===== src/rtl/matarb_pkg.sv =====
// Shared widths, state encoding and helpers for the matrix-memory read arbiter.
package matarb_pkg;

    localparam int SLOT_W   = 2;
    localparam int ROW_W    = 3;
    localparam int COL_W    = 3;
    localparam int DATA_W   = 16;
    localparam int STAT_W   = 16;
    localparam int NREQ_DEF = 3;

    typedef enum logic [1:0] {
        S_IDLE   = 2'd0,
        S_ARB    = 2'd1,
        S_LOCKED = 2'd2
    } state_t;

    function automatic int idx_w(input int n);
        return (n > 1) ? $clog2(n) : 1;
    endfunction

endpackage


===== src/rtl/mat_rd_arbiter_rr_picker.sv =====
// Round-robin picker: first set bit of req_vec at or after start, wrapping modulo N.
module rr_picker
    import matarb_pkg::*;
#(
    parameter int N  = NREQ_DEF,
    parameter int IW = idx_w(N)
) (
    input  logic [N-1:0]  req_vec,
    input  logic [IW-1:0] start,
    output logic [N-1:0]  onehot,
    output logic [IW-1:0] idx,
    output logic          found
);

    always_comb begin
        logic [IW:0] pos;
        onehot = '0;
        idx    = '0;
        found  = 1'b0;
        pos    = '0;
        for (int k = 0; k < N; k++) begin
            pos = {1'b0, start} + (IW+1)'(k);
            if (pos >= (IW+1)'(N))
                pos = pos - (IW+1)'(N);
            if (!found && req_vec[pos[IW-1:0]]) begin
                found                 = 1'b1;
                onehot[pos[IW-1:0]]   = 1'b1;
                idx                   = pos[IW-1:0];
            end
        end
    end

endmodule


===== src/rtl/mat_rd_arbiter.sv =====
// Round-robin read arbiter with burst locking in front of the matrix memory.
// Optional per-requester grant statistics are enabled with MATARB_STATS_EN.
module mat_rd_arbiter
    import matarb_pkg::*;
#(
    parameter int NREQ     = NREQ_DEF,
    parameter int MEM_LAT  = 1,
    parameter int LOCK_MAX = 64
) (
`ifdef MATARB_STATS_EN
    input  logic                     stat_clr,
    output logic [NREQ*STAT_W-1:0]   stat_gnt_cnt,
`endif
    input  logic                     clk,
    input  logic                     rst_n,
    input  logic [NREQ-1:0]          req,
    input  logic [NREQ-1:0]          lock,
    input  logic [NREQ*SLOT_W-1:0]   req_slot,
    input  logic [NREQ*ROW_W-1:0]    req_row,
    input  logic [NREQ*COL_W-1:0]    req_col,
    output logic [NREQ-1:0]          gnt,
    output logic [SLOT_W-1:0]        mem_rd_slot,
    output logic [ROW_W-1:0]         mem_rd_row,
    output logic [COL_W-1:0]         mem_rd_col,
    input  logic [DATA_W-1:0]        mem_rd_data,
    output logic [NREQ-1:0]          rsp_valid,
    output logic [DATA_W-1:0]        rsp_data,
    output logic                     busy
);

    localparam int IW = idx_w(NREQ);
    localparam int CW = $clog2(LOCK_MAX + 1);

    state_t                    state, state_nxt;
    logic [IW-1:0]             last_gnt, owner, owner_nxt;
    logic [IW-1:0]             start_idx, pick_idx, gnt_idx;
    logic [CW-1:0]             lock_cnt, lock_cnt_nxt;
    logic [NREQ-1:0]           cand, pick, gnt_int;
    logic                      pick_found, force_rel, holding, in_flight;
    logic [NREQ-1:0][SLOT_W-1:0] slot_arr;
    logic [NREQ-1:0][ROW_W-1:0]  row_arr;
    logic [NREQ-1:0][COL_W-1:0]  col_arr;
    logic [NREQ-1:0]           rsp_pipe [MEM_LAT+1];

    assign slot_arr = req_slot;
    assign row_arr  = req_row;
    assign col_arr  = req_col;

    // A forced release turns the locked cycle into an arbitration that skips the owner.
    always_comb begin
        force_rel = (state == S_LOCKED) && (lock_cnt == CW'(LOCK_MAX));
        holding   = (state == S_LOCKED) && lock[owner] && !force_rel;
        start_idx = (last_gnt == IW'(NREQ - 1)) ? '0 : last_gnt + 1'b1;
        cand      = req;
        if (force_rel)
            cand[owner] = 1'b0;
    end

    rr_picker #(.N(NREQ), .IW(IW)) u_picker (
        .req_vec (cand),
        .start   (start_idx),
        .onehot  (pick),
        .idx     (pick_idx),
        .found   (pick_found)
    );

    always_comb begin
        gnt_int      = '0;
        gnt_idx      = pick_idx;
        state_nxt    = state;
        owner_nxt    = owner;
        lock_cnt_nxt = lock_cnt;
        if (holding) begin
            gnt_int[owner] = req[owner];
            gnt_idx        = owner;
            lock_cnt_nxt   = lock_cnt + 1'b1;
        end else if (pick_found) begin
            gnt_int = pick;
            if (lock[pick_idx]) begin
                state_nxt    = S_LOCKED;
                owner_nxt    = pick_idx;
                lock_cnt_nxt = CW'(1);
            end else begin
                state_nxt    = S_ARB;
                lock_cnt_nxt = '0;
            end
        end else begin
            state_nxt    = S_IDLE;
            lock_cnt_nxt = '0;
        end
    end

    assign gnt = rst_n ? gnt_int : '0;

    always_ff @(posedge clk or negedge rst_n) begin
        if (!rst_n) begin
            state       <= S_IDLE;
            owner       <= '0;
            lock_cnt    <= '0;
            last_gnt    <= IW'(NREQ - 1);
            mem_rd_slot <= '0;
            mem_rd_row  <= '0;
            mem_rd_col  <= '0;
        end else begin
            state    <= state_nxt;
            owner    <= owner_nxt;
            lock_cnt <= lock_cnt_nxt;
            if (|gnt_int) begin
                last_gnt    <= gnt_idx;
                mem_rd_slot <= slot_arr[gnt_idx];
                mem_rd_row  <= row_arr[gnt_idx];
                mem_rd_col  <= col_arr[gnt_idx];
            end
        end
    end

    // Stage 0 covers the address cycle; the last stage lines up with valid memory data.
    always_ff @(posedge clk or negedge rst_n) begin
        if (!rst_n) begin
            for (int k = 0; k <= MEM_LAT; k++)
                rsp_pipe[k] <= '0;
        end else begin
            rsp_pipe[0] <= gnt_int;
            for (int k = 1; k <= MEM_LAT; k++)
                rsp_pipe[k] <= rsp_pipe[k-1];
        end
    end

    always_comb begin
        in_flight = 1'b0;
        for (int k = 0; k <= MEM_LAT; k++)
            in_flight = in_flight | (|rsp_pipe[k]);
    end

    assign rsp_valid = rsp_pipe[MEM_LAT];
    assign rsp_data  = mem_rd_data;
    assign busy      = (state != S_IDLE) || in_flight;

`ifdef MATARB_STATS_EN
    logic [NREQ-1:0][STAT_W-1:0] stat_cnt;

    always_ff @(posedge clk or negedge rst_n) begin
        if (!rst_n) begin
            stat_cnt <= '0;
        end else if (stat_clr) begin
            stat_cnt <= '0;
        end else begin
            for (int i = 0; i < NREQ; i++)
                if (gnt_int[i] && (stat_cnt[i] != '1))
                    stat_cnt[i] <= stat_cnt[i] + 1'b1;
        end
    end

    assign stat_gnt_cnt = stat_cnt;
`endif

endmodule


===== config.mk =====
export PLATFORM = sky130hd
export DESIGN_NAME = mat_rd_arbiter
export DESIGN_NICKNAME = d
export VERILOG_FILES = /design/src/rtl/matarb_pkg.sv /design/src/rtl/mat_rd_arbiter_rr_picker.sv /design/src/rtl/mat_rd_arbiter.sv
export SDC_FILE = /design/constraint.sdc
export NUM_CORES = 1
export LEC_CHECK = 0
export CAP_MARGIN = 20
export CORE_MARGIN = 4
export CORE_UTILIZATION = 43
export DETAILED_ROUTE_END_ITERATION = 8
export PLACE_DENSITY = 0.85
export SLEW_MARGIN = 20
export SYNTH_ARGS = -nofsm -noshare
export SYNTH_HDL_FRONTEND = slang
export SYNTH_SLANG_ARGS = --single-unit

===== constraint.sdc =====
create_clock -name clk -period 4.2 [get_ports clk]
set_input_delay 1.26 -clock clk [delete_from_list [all_inputs] [get_ports clk]]
set_output_delay 1.26 -clock clk [all_outputs]
set_load 0.005 [all_outputs]

==> impl_metrics.tcl <==
set metrics [dict create \
    outcome "finished with violations" \
    violations "setup timing" \
    setup.worst_path.start "lock[1]" \
    arrival_ns 3.02 \
    fin_crit_ns 4.28 \
    cts_buffers 3 \
    layout_commonest_cell "clkdlybuf4s50_1" \
    fin_util_pct 58.2 \
    synth-async-reset-ratio_pct 100 \
    r2r_start "lock_cnt[0]$_DFF_PN0_" \
    drv_cap 0 \
    die_area_sq_um 5630 \
    avgSynthCellArea_sq_um 9.85 \
    area_growth_pct 31.2 \
    critPathLaunchType "primary input" \
    slew_viol_final 0 \
    finalSetupViolCount 1 \
    grt_max_degree 26 \
    wl_per_cell_microns 17.7 \
    timing.fmax_mhz 233 \
    ys_warn_count 0 \
    row_count 24 \
    crit_required_ns 2.94 \
    core_area_sq_um 4350 \
    seq_area_sq_um 677 \
    worstHoldStart "rsp_pipe[4]$_DFF_PN0_" \
    fin_crit_sh_pct 102 \
    place_congestion 0.908 \
    grt_pass1_wl_mm 8.34 \
    synth-seq-cells 27 \
    first_pass_iters 4 \
    syn_inst 196 \
    antenna_found_initial 0 \
    clk_path_buf_depth 2 \
    grt_pass1_vias 1763 \
    rsz0062_at_grt "true" \
    pin_count 79 \
    vias 1725 \
    slew_headroom_pct 52.5 \
    finalWorstSetupSlack_ns -0.0843 \
    tns_ns -0.0843 \
    clock-sinks 27 \
    grt_overflow 0 \
    worstMarginPinSlew_ns 0.711 \
    clk_pin_slew_ns 0.09 \
    syn_nets 246 \
    synth_ff_type "dfrtp_1" \
    netlist_area_sq_um 1930 \
    cts_max_level 1 \
    port_buffers 46 \
    leakage_nw 1.08 \
    multi_input_comb_area_sq_um 1070 \
    final-hold-violation-count 0 \
    clk_latency_ns 0.28 \
    synth_seq_area_share_pct 35.1 \
    drcViolationCount 0 \
    path_class "in2out" \
    grtUsageTotal_pct 19.5 \
    hold_buffers 0 \
    worst_setup_path_end_kind "primary output" \
    fin_skew_ns 0.00760 \
    viasPerCell 5.85 \
    p_per_area_nw_per_um2 573 \
    ir_drop_mv 0.267 \
    dp_hpwl_mm 4.00 \
    cp_max_fo 3 \
    tritoncts "built" \
    ant_nets 0 \
    wl_mm 5.22 \
    fill_cells 368 \
    fin_nets 294 \
    synth_edf_count 0 \
    drt_iter0_markers 94 \
    initial_core_util_pct 44.3 \
    min-delay-path-class "reg2reg" \
    yosys.cell_types.count 56 \
    drive_gt1_share_pct 25.5 \
    cts-root-buf "clkbuf_8" \
    die_h_microns 75.0 \
    die-width_microns 75.0 \
    hold_ws_ns 0.387 \
    layout.cells.most_common_list "clkdlybuf4s50_1 (42), dfrtp_1 (26), buf_4 (24), nor2_1 (15)" \
    antenna_cells 0 \
]
==> where the power goes <==
group	internal [W]	switching, W	total [W]
clock	0.0000673	0.0000846	0.000152
combinational	0.000417	0.000415	0.000833
sequential	0.000359	0.000108	0.000467
==> repair_timing <==
action,in CTS,in global routing
buffers inserted,0,1
pin swaps,0,3
setup endpoints to repair,3,3
gates resized for setup,7,7
==> kinds of logic after synthesis <==
group / Yosys count / share of synthesized area (%)
simple gates: 62 / 17.4
flops: 27 / 35.1
buf+inv: 35 / 11.3
compound gates: 63 / 31.6
fa+ha+maj: 2 / 1.30
mux: 2 / 1.04
xor+xnor: 5 / 2.27
==> cell type report <==
class | count | area share [%]
clock inverters | 1 | 0.296
flip-flops and latches | 27 | 26.7
multi-input cells | 134 | 42.4
clock buffers | 3 | 1.63
well taps | 52 | 2.57
repair buffers | 70 | 25.2
inverters | 8 | 1.19
==> critical path, cell delays in order <==
cell and delay, ns:
clkdlybuf4s50_1 0.49, mux2i_1 0.09, o2bb2ai_2 0.20, nand2_2 0.14, a31oi_4 0.20, inv_2 0.05, and2_1 0.14, clkdlybuf4s50_1 0.44
==> metal layers <==
metal | wire [microns] | vias up | share of wire, % | GRT usage, %
met5 | 0 | - | 0 | 0
met4 | 63 | 0 | 1.2 | 5.34
met3 | 424 | 6 | 8.1 | 4.01
met2 | 2750 | 78 | 53 | 35.0
met1 | 1980 | 828 | 38 | 23.6
li1 | - | 813 | - | -
==> through the flow <==
stage | cell area (sq um) | power, W | setup slack, ns | std cells
3_5_place_dp | 2440 | 0.00127 | -0.265 | 290
4_1_cts | 2510 | 0.00143 | -0.143 | 294
2_1_floorplan | 1930 | 0.000961 | 0.489 | 196
5_1_grt | 2530 | 0.00155 | -0.149 | 295
3_3_place_gp | 2440 | 0.00124 | -0.259 | 290
6_report | 2530 | 0.00145 | -0.0843 | 295
==> path summary, 6_finish.rpt <==
| path | cells after the start | endpoint | slack (ns) |
|---|---|---|---|
| worst min register to register | 0 | rsp_valid[1]$_DFF_PN0_ | 0.39 |
| max in group asynchronous | 2 | last_gnt[1]$_DFFE_PN1P_ | 2.38 |
| worst min-delay path | 0 | rsp_valid[1]$_DFF_PN0_ | 0.39 |
| worst max register to register | 9 | mem_rd_col[2]$_DFFE_PN0P_ | 1.28 |
| worst max-delay path | 8 | gnt[0] | -0.08 |
| min in group asynchronous | 1 | mem_rd_slot[0]$_DFFE_PN0P_ | 1.19 |
==> flip-flops by register name, summed over array words and instances (netlist names) <==
register and cells:
mem_rd_slot 2, rsp_valid 3, mem_rd_col 3, last_gnt 2
state 2, lock_cnt 7, rsp_pipe 3, owner 2
mem_rd_row 3
==> synthesized netlist by cell type (2+ instances only) <==
cell type	n	area share, %
nand4_1	2	0.65
clkbuf_1	3	0.58
a21o_1	2	0.78
and3_1	4	1.3
nand3_1	6	1.6
xnor2_1	2	0.91
a31oi_4	2	2.2
nor4_1	3	0.97
buf_2	3	0.78
a21oi_1	11	2.9
xor2_1	3	1.4
mux2i_1	2	1.0
nor2b_1	6	1.9
a211oi_1	8	3.1
dfrtp_1	26	34
o31a_1	2	0.91
buf_4	20	7.8
and2_1	4	1.3
inv_2	2	0.39
nor2_1	15	2.9
ha_1	2	1.3
nand2_1	12	2.3
o22ai_1	2	0.65
or2_2	2	0.65
o31ai_2	9	5.8
o2111ai_1	8	3.6
inv_1	6	1.2
No activity file was read; power rests on OpenSTA's default activity.
